**config.mk**
```make
export PLATFORM = sky130hd
export DESIGN_NAME = motor_drive_ctrl
export DESIGN_NICKNAME = d
export VERILOG_FILES = /design/src/rtl/motor_drive_pkg.sv /design/src/rtl/motor_pwm_gen.sv /design/src/rtl/motor_drive_ctrl.sv
export SDC_FILE = /design/constraint.sdc
export NUM_CORES = 1
export LEC_CHECK = 0
export CORE_UTILIZATION = 28
export DETAILED_ROUTE_END_ITERATION = 12
export PLACE_DENSITY_LB_ADDON = 0.1
export SLEW_MARGIN = 40
export SYNTH_ARGS = -nofsm -noshare
export SYNTH_HDL_FRONTEND = slang
export SYNTH_HIERARCHICAL = 1
export SYNTH_SLANG_ARGS = --single-unit
```
**constraint.sdc**
```tcl
create_clock -name clk -period 3.2 [get_ports clk]
set_clock_uncertainty 0.15 [all_clocks]
set_input_delay 0.64 -clock clk [delete_from_list [all_inputs] [get_ports clk]]
set_output_delay 0.64 -clock clk [all_outputs]
set_load 0.03 [all_outputs]
```
**src/rtl/motor_drive_pkg.sv**
```systemverilog
// Shared types and duty constants for the motor drive controller.
package motor_drive_pkg;

  typedef enum logic [2:0] {
    STOP  = 3'd0,
    RAMP  = 3'd1,
    RUN   = 3'd2,
    DWELL = 3'd3,
    FAULT = 3'd4
  } state_t;

  localparam int SPIN_DUTY_0 = 128;
  localparam int SPIN_DUTY_1 = 176;
  localparam int SPIN_DUTY_2 = 224;
  localparam int SPIN_DUTY_3 = 255;
  localparam int AGIT_DUTY   = 96;

  function automatic int spin_duty(input logic [1:0] sel);
    case (sel)
      2'b00:   return SPIN_DUTY_0;
      2'b01:   return SPIN_DUTY_1;
      2'b10:   return SPIN_DUTY_2;
      default: return SPIN_DUTY_3;
    endcase
  endfunction

endpackage

```
**src/rtl/motor_pwm_gen.sv**
```systemverilog
// Free-running PWM counter with registered compare against the duty value.
module motor_pwm_gen #(
  parameter int DUTY_W = 8
) (
  input  logic              clk,
  input  logic              reset,
  input  logic [DUTY_W-1:0] i_duty,
  output logic              o_pwm
);

  logic [DUTY_W-1:0] r_cnt;

  always_ff @(posedge clk or negedge reset) begin
    if (!reset) begin
      r_cnt <= '0;
      o_pwm <= 1'b0;
    end else begin
      r_cnt <= r_cnt + 1'b1;
      o_pwm <= (r_cnt < i_duty);
    end
  end

endmodule

```
**src/rtl/motor_drive_ctrl.sv**
```systemverilog
// Soft-start PWM motor drive: duty ramping, agitation reversal with dwell, brake and interlock fault.
// Optional reversal counter output rev_count when MOTOR_REV_COUNT_EN is defined.
//
// state | meaning
// STOP  | motor idle, brake on, duty 0
// RAMP  | duty stepping toward target
// RUN   | duty at target, agitation on-timer running
// DWELL | zero duty pause between agitation reversals, brake off
// FAULT | door opened while running; held until motor_on drops
module motor_drive_ctrl
  import motor_drive_pkg::*;
#(
  parameter int DUTY_W         = 8,
  parameter int RAMP_DIV       = 4,
  parameter int RAMP_STEP      = 16,
  parameter int AGIT_ON_CYC    = 64,
  parameter int AGIT_DWELL_CYC = 16
) (
  input  logic              clk,
  input  logic              reset,
  input  logic              motor_on,
  input  logic              door_locked,
  input  logic              spin_mode,
  input  logic [1:0]        speed_sel,
  output logic              pwm_out,
  output logic              dir,
  output logic              brake,
  output logic              at_speed,
  output logic              fault,
  output logic [DUTY_W-1:0] duty
`ifdef MOTOR_REV_COUNT_EN
  ,output logic [15:0]      rev_count
`endif
);

  localparam int PRE_W = $clog2(RAMP_DIV + 1);
  localparam int RUN_W = $clog2(AGIT_ON_CYC + 1);
  localparam int DWL_W = $clog2(AGIT_DWELL_CYC + 1);
  localparam logic [PRE_W-1:0]  PRE_LAST = PRE_W'(RAMP_DIV - 1);
  localparam logic [DUTY_W-1:0] STEP     = DUTY_W'(RAMP_STEP);

  state_t            r_state, w_nxt_state;
  logic [DUTY_W-1:0] r_duty, w_nxt_duty, w_tgt, w_ramp;
  logic              r_dir, w_nxt_dir;
  logic              r_agit_on, w_nxt_agit;
  logic [PRE_W-1:0]  r_pre, w_nxt_pre;
  logic [RUN_W-1:0]  r_run, w_nxt_run;
  logic [DWL_W-1:0]  r_dwell, w_nxt_dwell;
`ifdef MOTOR_REV_COUNT_EN
  logic [15:0]       r_rev, w_nxt_rev;
`endif

  always_comb begin
    w_tgt = '0;
    if (!motor_on)
      w_tgt = '0;
    else if (spin_mode)
      w_tgt = DUTY_W'(spin_duty(speed_sel));
    else if (r_agit_on)
      w_tgt = DUTY_W'(AGIT_DUTY);
  end

  // One ramp step toward target, clamped so it never overshoots or wraps.
  always_comb begin
    w_ramp = w_tgt;
    if (r_duty < w_tgt)
      w_ramp = ((w_tgt - r_duty) <= STEP) ? w_tgt : r_duty + STEP;
    else if (r_duty > w_tgt)
      w_ramp = ((r_duty - w_tgt) <= STEP) ? w_tgt : r_duty - STEP;
  end

  always_comb begin
    w_nxt_state = r_state;
    w_nxt_duty  = r_duty;
    w_nxt_dir   = r_dir;
    w_nxt_agit  = r_agit_on;
    w_nxt_pre   = r_pre;
    w_nxt_run   = r_run;
    w_nxt_dwell = r_dwell;
`ifdef MOTOR_REV_COUNT_EN
    w_nxt_rev   = r_rev;
`endif
    if (motor_on && !door_locked && r_state != FAULT) begin
      w_nxt_state = FAULT;
      w_nxt_duty  = '0;
    end else begin
      case (r_state)
        STOP: begin
          w_nxt_duty = '0;
          if (motor_on && door_locked) begin
            w_nxt_state = RAMP;
            w_nxt_dir   = 1'b0;
            w_nxt_agit  = 1'b1;
            w_nxt_pre   = '0;
          end
        end
        RAMP: begin
          if (r_duty == w_tgt) begin
            w_nxt_pre = '0;
            if (w_tgt != '0) begin
              w_nxt_state = RUN;
              w_nxt_run   = RUN_W'(AGIT_ON_CYC);
            end else if (motor_on && !spin_mode) begin
              w_nxt_state = DWELL;
              w_nxt_dwell = DWL_W'(AGIT_DWELL_CYC);
            end else begin
              w_nxt_state = STOP;
            end
          end else if (r_pre == PRE_LAST) begin
            w_nxt_pre  = '0;
            w_nxt_duty = w_ramp;
          end else begin
            w_nxt_pre = r_pre + 1'b1;
          end
        end
        RUN: begin
          if (r_duty != w_tgt) begin
            w_nxt_state = RAMP;
            w_nxt_pre   = '0;
          end else if (!spin_mode) begin
            w_nxt_run = r_run - 1'b1;
            if (r_run <= RUN_W'(1)) begin
              w_nxt_agit  = 1'b0;
              w_nxt_state = RAMP;
              w_nxt_pre   = '0;
            end
          end
        end
        DWELL: begin
          w_nxt_duty = '0;
          if (!motor_on) begin
            w_nxt_state = STOP;
          end else if (spin_mode) begin
            w_nxt_dir   = 1'b0;
            w_nxt_agit  = 1'b1;
            w_nxt_state = RAMP;
            w_nxt_pre   = '0;
          end else if (r_dwell <= DWL_W'(1)) begin
            w_nxt_dir   = ~r_dir;
            w_nxt_agit  = 1'b1;
            w_nxt_state = RAMP;
            w_nxt_pre   = '0;
`ifdef MOTOR_REV_COUNT_EN
            if (r_rev != 16'hFFFF)
              w_nxt_rev = r_rev + 16'd1;
`endif
          end else begin
            w_nxt_dwell = r_dwell - 1'b1;
          end
        end
        FAULT: begin
          w_nxt_duty = '0;
          if (!motor_on)
            w_nxt_state = STOP;
        end
        default: begin
          w_nxt_state = STOP;
          w_nxt_duty  = '0;
        end
      endcase
    end
  end

  always_ff @(posedge clk or negedge reset) begin
    if (!reset) begin
      r_state   <= STOP;
      r_duty    <= '0;
      r_dir     <= 1'b0;
      r_agit_on <= 1'b1;
      r_pre     <= '0;
      r_run     <= '0;
      r_dwell   <= '0;
`ifdef MOTOR_REV_COUNT_EN
      r_rev     <= '0;
`endif
    end else begin
      r_state   <= w_nxt_state;
      r_duty    <= w_nxt_duty;
      r_dir     <= w_nxt_dir;
      r_agit_on <= w_nxt_agit;
      r_pre     <= w_nxt_pre;
      r_run     <= w_nxt_run;
      r_dwell   <= w_nxt_dwell;
`ifdef MOTOR_REV_COUNT_EN
      r_rev     <= w_nxt_rev;
`endif
    end
  end

  assign duty     = r_duty;
  assign dir      = r_dir;
  assign at_speed = (r_state == RUN);
  assign brake    = (r_state == STOP) || (r_state == FAULT);
  assign fault    = (r_state == FAULT);
`ifdef MOTOR_REV_COUNT_EN
  assign rev_count = r_rev;
`endif

  motor_pwm_gen #(.DUTY_W(DUTY_W)) u_pwm (
    .clk    (clk),
    .reset  (reset),
    .i_duty (r_duty),
    .o_pwm  (pwm_out)
  );

endmodule

```
==> flow_metrics.env, run 1 <==
export IMPL_core_area_um2=9415
export IMPL_slew_headroom_pct=49.99
export IMPL_crit_path_end_kind="register"
export IMPL_routedWlPerCell_um=14.04
export IMPL_syn_nets=358
export IMPL_cts_sinks=34
export IMPL_yosys_most_used_dff="dfrtp_1"
export IMPL_ir_drop_v=0.0002239
export IMPL_worst_path_max_delay_cell="o41a_1"
export IMPL_start_kind="primary input"
export IMPL_nNetsFinal=416
export IMPL_total_power_w=0.001730
export IMPL_rsz0062_at_grt="no"
export IMPL_max_freq_ghz=0.3254
export IMPL_drive_gt1_share_pct=21.15
export IMPL_track_usage_pct=14.94
export IMPL_syn_area_um2=2766
export IMPL_grt_max_degree=35
export IMPL_setup_viol=0
export IMPL_grt_pass1_vias=2463
export IMPL_yosys_warnings=6
export IMPL_dr_total_vias=2506
export IMPL_power_density_nw_per_um2=484.9
export IMPL_first_iter_violations=45
export IMPL_vias_per_cell=4.895
export IMPL_drt_wl_total_um=7190
export IMPL_synth_xor_area_share_pct=4.432
export IMPL_crit_chain="clkdlybuf4s15_2 -> and3_4 -> nand2_1 -> inv_1 -> ha_1 -> nor2b_1 -> o31ai_1 -> a211oi_2 -> o41a_1 -> a2111o_1 -> o211ai_1"
export IMPL_cp_arrival_ns=3.14
export IMPL_synth_area_leader_cell="dfrtp_1"
export IMPL_maxSlewViolCount=0
export IMPL_leakagePower_nw=1.571
export IMPL_hp_class="in2async"
export IMPL_synth_top_family_by_area="compound AO/OA/AOI/OAI gates"
export IMPL_ctsHoldBuffers=0
export IMPL_path_max_fanout=6
export IMPL_status="completed"
export IMPL_yosysUniqueCellTypes=58
export IMPL_path_class="in2reg"
export IMPL_yosysMostFrequentCell="dfrtp_1"
export IMPL_cp_required_ns=3.26
export IMPL_grt_pass1_wl_um=12010
export IMPL_die_x_um=101.4
export IMPL_portBuffers=19
export IMPL_ctsRootBufferMaster="clkbuf_8"
export IMPL_postSynthAreaPerCell_um2=8.538
export IMPL_numCtsBuffers=5
export IMPL_cts_htree_levels=2
export IMPL_maxCapViolCount=0
export IMPL_syn_inst=324
export IMPL_drc=0
export IMPL_drtPass1Iterations=4
export IMPL_finalWorstSetupSlack_ns=0.1273
export IMPL_max_stage_delay_ns=0.49
export IMPL_clk_latency_ns=0.30
export IMPL_hold_ws_ns=0.1444
export IMPL_dp_slack_ns=-0.5736
export IMPL_drtAntennaViolNets=0
export IMPL_ys_seq_area_share_pct=30.80
export IMPL_pin_count=20
export IMPL_synthAdderAreaFrac_pct=12.48
export IMPL_fin_crit_sh_pct=96.02
export IMPL_die_area_um2=10280
export IMPL_antenna_found_initial=0
export IMPL_place_hpwl_um=5455
export IMPL_antenna_cells=0
export IMPL_synth_area_top_cells="dfrtp_1 (30%), ha_1 (12%), a21oi_1 (4.0%), nand2_1 (3.8%), nor2_1 (3.7%)"
export IMPL_async_reset_ff_share_pct=100.0
export IMPL_hold_viol=0
export IMPL_muxShareOfSynthArea_pct=1.945
export IMPL_grt_overflow=0
export IMPL_cts_tree="done"
export IMPL_routabilityCongestion=0.7477
export IMPL_synth_compound_area_share_pct=22.39
export IMPL_clk_pin_slew_ns=0.09
export IMPL_yosysTopAreaCellShare_pct=29.85
export IMPL_clock_path_buffers=2
export IMPL_synth_seq_cells=34
export IMPL_rows=35
export IMPL_synthTopCellsByCount="dfrtp_1 (33), nand2_1 (28), nor2_1 (27), ha_1 (26), inv_1 (26)"
export IMPL_start_util_pct=29.38
export IMPL_syn_to_final_growth_pct=28.95
export IMPL_yosys_area_share_simple_pct=21.66
export IMPL_die_h_um=101.4
export IMPL_synth_edff_count=0
export IMPL_worst_slew_pin_slew_ns=0.7485
export IMPL_finalCriticalPeriod_ns=3.073
## worst max-delay path, delay by kind of cell
family / cells / cell delay (ns)
compound gates: 5 / 1.39
fa+ha+maj: 1 / 0.33
simple gates: 3 / 0.46
buf+inv: 2 / 0.32
## stage by stage
step | setup TNS [ns] | area (um^2) | std cells | utilization [%]
CTS | 0 | 3540 | 510 | 37.59
floorplan | 0 | 2790 | 324 | -
global route | 0 | 3567 | 512 | 37.89
finish | 0 | 3567 | 512 | 37.89
detailed placement | -7.254 | 3395 | 500 | 36.05
global placement | -6.666 | 3392 | 500 | 36.03
## where the power goes
group | total [W] | leakage [nW] | switching, W | internal (W)
logic | 0.000727 | 1.08 | 0.000385 | 0.000342
registers | 0.000579 | 0.440 | 0.0000826 | 0.000497
clock network | 0.000423 | 0.0504 | 0.000191 | 0.000232
total | 0.00173 | 1.57 | 0.000659 | 0.00107
## timing repair
| action | in CTS | in global routing |
|---|---|---|
| pin swaps | 4 | 3 |
| endpoints found under the setup margin | 12 | 8 |
| resized for setup | 11 | 3 |
| setup buffers | 2 | 2 |
## area by class of cell
type | count | area, um^2
Sequential cell | 34 | 852.1
Fill cell | 967 | 5848
Timing Repair Buffer | 66 | 554.3
Inverter | 26 | 97.59
Clock buffer | 5 | 68.82
Tap cell | 129 | 161.4
Multi-Input combinational cell | 249 | 1788
Clock inverter | 3 | 45.04
## sequential cells by signal (all words and copies together) (netlist names)
| signal | count |
|---|---|
| u_pwm/r_cnt | 8 |
| r_run | 7 |
| duty | 5 |
| r_dwell | 5 |
| r_pre | 3 |
| r_state | 3 |
| dir | 1 |
| r_agit_on | 1 |
| u_pwm/o_pwm | 1 |
## cells by family (layout without fill, tap and decap cells)
logic type,count (synthesis),after routing
DFF,34,34
buffers and inverters,41,100
muxes,5,5
and+or+nand+nor,112,112
AOI/OAI and AO/OA,91,91
xor gates and xnor gates,14,14
adders and majority gates,27,27
## worst paths after layout
kind / slack (ns) / startpoint / endpoint / cells past startpoint
min in group clk: 0.33 / u_pwm/r_cnt[7]$_DFF_PN0_ / u_pwm/r_cnt[7]$_DFF_PN0_ / 1
hold / removal: 0.14 / reset / r_dwell[2]$_DFFE_PN0P_ / 1
setup reg to reg: 0.31 / r_agit_on$_DFFE_PN1P_ / duty[2]$_DFFE_PN0P_ / 9
hold reg to reg: 0.33 / u_pwm/r_cnt[7]$_DFF_PN0_ / u_pwm/r_cnt[7]$_DFF_PN0_ / 1
max in group asynchronous: 2.41 / reset / r_agit_on$_DFFE_PN1P_ / 1
setup / recovery: 0.13 / spin_mode / duty[2]$_DFFE_PN0P_ / 11
## per-layer routing
layer	vias to the layer above	global-route usage [%]	routed length, um
met1	1201	18.90	3456
li1	1276	-	-
met4	0	3.790	75
met3	7	2.346	133
met5	-	0	0
met2	22	26.48	3524
## placed cells by master (no fill, tap or decap), types with 3 or more instances in the layout
cell type and count:
buf_4 47, nor4_1 3, o21ai_0 14, nor2_1 27, dfrtp_1 33, a211oi_1 3
nand3_1 8, o21a_1 4, a31oi_1 3, xnor2_1 5, o22ai_1 4, a21oi_1 20
clkbuf_8 5, nor2b_1 6, nand2_1 28, nor3b_1 3, nor3_1 7, o31ai_1 10
clkdlybuf4s50_1 14, nand3b_1 4, or2_2 3, ha_1 25, nand2b_1 8, o211ai_1 7
inv_1 26, xor2_1 9
No activity file was read; power rests on OpenSTA's default activity.
==> inputs of run 2 (changes only) <==
--- a/config.mk
+++ b/config.mk
@@ -11,5 +11,4 @@
 export SLEW_MARGIN = 40
 export SYNTH_ARGS = -nofsm -noshare
 export SYNTH_HDL_FRONTEND = slang
-export SYNTH_HIERARCHICAL = 1
 export SYNTH_SLANG_ARGS = --single-unit
==> run 2 against run 1 <==
- clock-buffer cell count increased by 1
- core utilization rose by 0.65 points
- area after synthesis decreased by 1.2%
- sequential share of layout area fell by 0.18 points
- register-to-register slack got worse by 0.09 ns
- largest power group unchanged
==> flow_metrics.env, run 2 <==
export IMPL_clk_latency_ns=0.29
export IMPL_pin_count=20
export IMPL_r2r_start="r_agit_on$_DFFE_PN1P_"
export IMPL_cp_required_ns=3.22
export IMPL_p_seq_share_pct=38.3
export IMPL_numCtsBuffers=5
export IMPL_clock_power_share_pct=21.9
export IMPL_fin_crit_sh_pct=94.61
export IMPL_sw_frac_of_total_pct=36.78
export IMPL_rows=35
export IMPL_cts_tree="done"
export IMPL_drtAntennaViolNets=0
export IMPL_cts_htree_levels=2
export IMPL_grt_pass1_vias=2239
export IMPL_synth_seq_cells=34
export IMPL_largest_registers="u_pwm.r_cnt x8, r_run x7"
export IMPL_synthTopCellsByCount="dfrtp_1 (33), nor2_1 (29), ha_1 (26), nand2_1 (20), inv_1 (19)"
export IMPL_portBuffers=19
export IMPL_finalCriticalPeriod_ns=3.028
export IMPL_dr_total_vias=2392
export IMPL_slew_headroom_pct=67.82
export IMPL_ctsRootBufferMaster="clkbuf_8"
export IMPL_syn_nets=337
export IMPL_first_iter_violations=135
export IMPL_ctsHoldBuffers=0
export IMPL_routedWlPerCell_um=13.96
export IMPL_grt_pass1_wl_um=11560
export IMPL_antenna_found_initial=0
export IMPL_ys_seq_area_share_pct=31.18
export IMPL_synth_edff_count=0
export IMPL_postSynthAreaPerCell_um2=9.019
export IMPL_die_x_um=100.8
export IMPL_clk_pin_slew_ns=0.08
export IMPL_hp_class="in2async"
export IMPL_yosysTopAreaCellShare_pct=30.22
export IMPL_die_area_um2=10160
export IMPL_cp_arrival_ns=3.05
export IMPL_grt_overflow=0
export IMPL_vias_per_cell=4.765
export IMPL_drt_wl_total_um=7010
export IMPL_async_reset_ff_share_pct=100.0
export IMPL_worst_slew_pin_slew_ns=0.4827
export IMPL_power_density_nw_per_um2=396.5
export IMPL_setup_viol=0
export IMPL_postLayoutCoreUtil_pct=38.54
export IMPL_reg2reg_slack_ns=0.22
export IMPL_r2r_cells=11
export IMPL_yosysMostFrequentCell="dfrtp_1"
export IMPL_p_switching_w=0.0005243
export IMPL_nNetsFinal=407
export IMPL_max_freq_ghz=0.3303
export IMPL_routabilityCongestion=0.8001
export IMPL_regMostFlops="u_pwm.r_cnt"
export IMPL_hold_viol=0
export IMPL_syn_area_um2=2733
export IMPL_syn_to_final_growth_pct=31.55
export IMPL_core_area_um2=9328
export IMPL_cts_sinks=34
export IMPL_ir_drop_v=0.0001699
export IMPL_drc=0
export IMPL_antenna_cells=0
export IMPL_yosysUniqueCellTypes=65
export IMPL_design_area_um2=3595
export IMPL_die_h_um=100.8
export IMPL_status="completed"
export IMPL_final_common_cell="buf_4"
export IMPL_total_power_w=0.001425
export IMPL_placed_area_um2=3443
export IMPL_place_hpwl_um=5362
export IMPL_yosys_most_used_dff="dfrtp_1"
export IMPL_power_internal_w=0.0009010
export IMPL_r2r_end="duty[7]$_DFFE_PN0P_"
export IMPL_start_kind="primary input"
export IMPL_path_class="in2reg"
export IMPL_leakagePower_nw=1.656
export IMPL_grt_max_degree=35
export IMPL_synth_area_leader_cell="dfrtp_1"
export IMPL_drive_gt1_share_pct=26.54
export IMPL_yosys_warnings=0
export IMPL_final_cell_mix="buf_4 (58), dfrtp_1 (33), nor2_1 (29)"
export IMPL_path_max_fanout=7
export IMPL_crit_path_end_kind="register"
export IMPL_drtPass1Iterations=4
export IMPL_largest_reg_flops=8
export IMPL_pwr_share_comb_pct=39.9
export IMPL_maxSlewViolCount=0
export IMPL_syn_inst=303
export IMPL_synth_area_top_cells="dfrtp_1 (30%), ha_1 (12%), nor2_1 (4.0%), xnor2_1 (3.8%), o21ai_0 (2.9%)"
export IMPL_track_usage_pct=14.89
export IMPL_start_util_pct=29.30
export IMPL_clock_path_buffers=2
export IMPL_rsz0062_at_grt="no"
export IMPL_maxCapViolCount=0
## run 2: worst max-delay path: stages
cell and delay [ns]:
dlygate4sd2_1 0.29, o21ai_2 0.09, a21o_1 0.17, inv_1 0.08, ha_2 0.32, and4b_2 0.28, a2111oi_4 0.29, xor2_1 0.17
a31o_2 0.19, nand2_2 0.09, mux2i_1 0.13, a221o_1 0.31
## run 2: repair_timing
action,4_1_cts,5_1_grt
endpoints found under the setup margin,22,12
setup buffers,0,0
pin swaps,4,0
gates resized for setup,15,3
## run 2: how the worst max path moves through the flow
stage	slack [ns]	to	start
after floorplan	0.03	duty[6]$_DFFE_PN0P_	spin_mode
after global placement	-0.66	duty[2]$_DFFE_PN0P_	spin_mode
after detailed placement	-0.64	duty[2]$_DFFE_PN0P_	spin_mode
after CTS	0.04	duty[6]$_DFFE_PN0P_	spin_mode
after global routing	0.02	duty[7]$_DFFE_PN0P_	motor_on
final	0.17	duty[7]$_DFFE_PN0P_	motor_on
## run 2: layout make-up
class	instances	area, um^2
multi-input combinational	236	1812
timing repair buffer	77	618.1
sequential	34	852.1
clock buffer	6	72.57
inverter	19	71.32
clock inverter	1	7.507
fill	966	5733
tap	129	161.4
## run 2: per-layer routing
layer	GRT usage (%)	part of all wire [%]	vias up
met5	0	0	-
met4	3.679	0.96	0
met3	2.774	2.7	7
met2	24.66	47	28
met1	20.00	49	1132
li1	-	-	1225
## run 2: cell families after synthesis
| family | after synthesis | synth area share (%) |
|---|---|---|
| AOI/OAI and AO/OA | 70 | 18.91 |
| xor gates and xnor gates | 19 | 6.090 |
| adders and majority gates | 27 | 12.64 |
| buffers and inverters | 33 | 5.860 |
| DFF | 34 | 31.18 |
| muxes | 7 | 2.656 |
| and+or+nand+nor | 113 | 22.67 |
## run 2: power groups by stage
| stage | Clock [W] | Sequential, W | Combinational (W) |
|---|---|---|---|
| 6_report | 0.000312 | 0.000545 | 0.000568 |
| 5_1_grt | 0.000345 | 0.000558 | 0.000631 |
| 4_1_cts | 0.000325 | 0.000546 | 0.000571 |
| 3_5_place_dp | 0 | 0.000555 | 0.000558 |
| 3_3_place_gp | 0 | 0.000553 | 0.000558 |
| 2_1_floorplan | 0 | 0.000535 | 0.000366 |
## run 2: through the flow
| stage | hold slack [ns] | setup TNS (ns) | setup WS [ns] | cells |
|---|---|---|---|---|
| after floorplan | 0.1944 | 0 | 0.02579 | 303 |
| after global placement | 0.3150 | -10.44 | -0.6590 | 495 |
| after detailed placement | 0.3178 | -10.97 | -0.6432 | 495 |
| after CTS | 0.1742 | 0 | 0.03653 | 502 |
| after global routing | 0.1812 | 0 | 0.02327 | 502 |
| final | 0.1457 | 0 | 0.1725 | 502 |
==> inputs of run 3 (changes only) <==
--- a/config.mk
+++ b/config.mk
@@ -8,6 +8,7 @@
 export CORE_UTILIZATION = 28
 export DETAILED_ROUTE_END_ITERATION = 12
 export PLACE_DENSITY_LB_ADDON = 0.1
+export SKIP_LAST_GASP = 1
 export SLEW_MARGIN = 40
 export SYNTH_ARGS = -nofsm -noshare
 export SYNTH_HDL_FRONTEND = slang
==> results of run 3 <==
Final layout, timing and power as in run 2 (identical DEF).
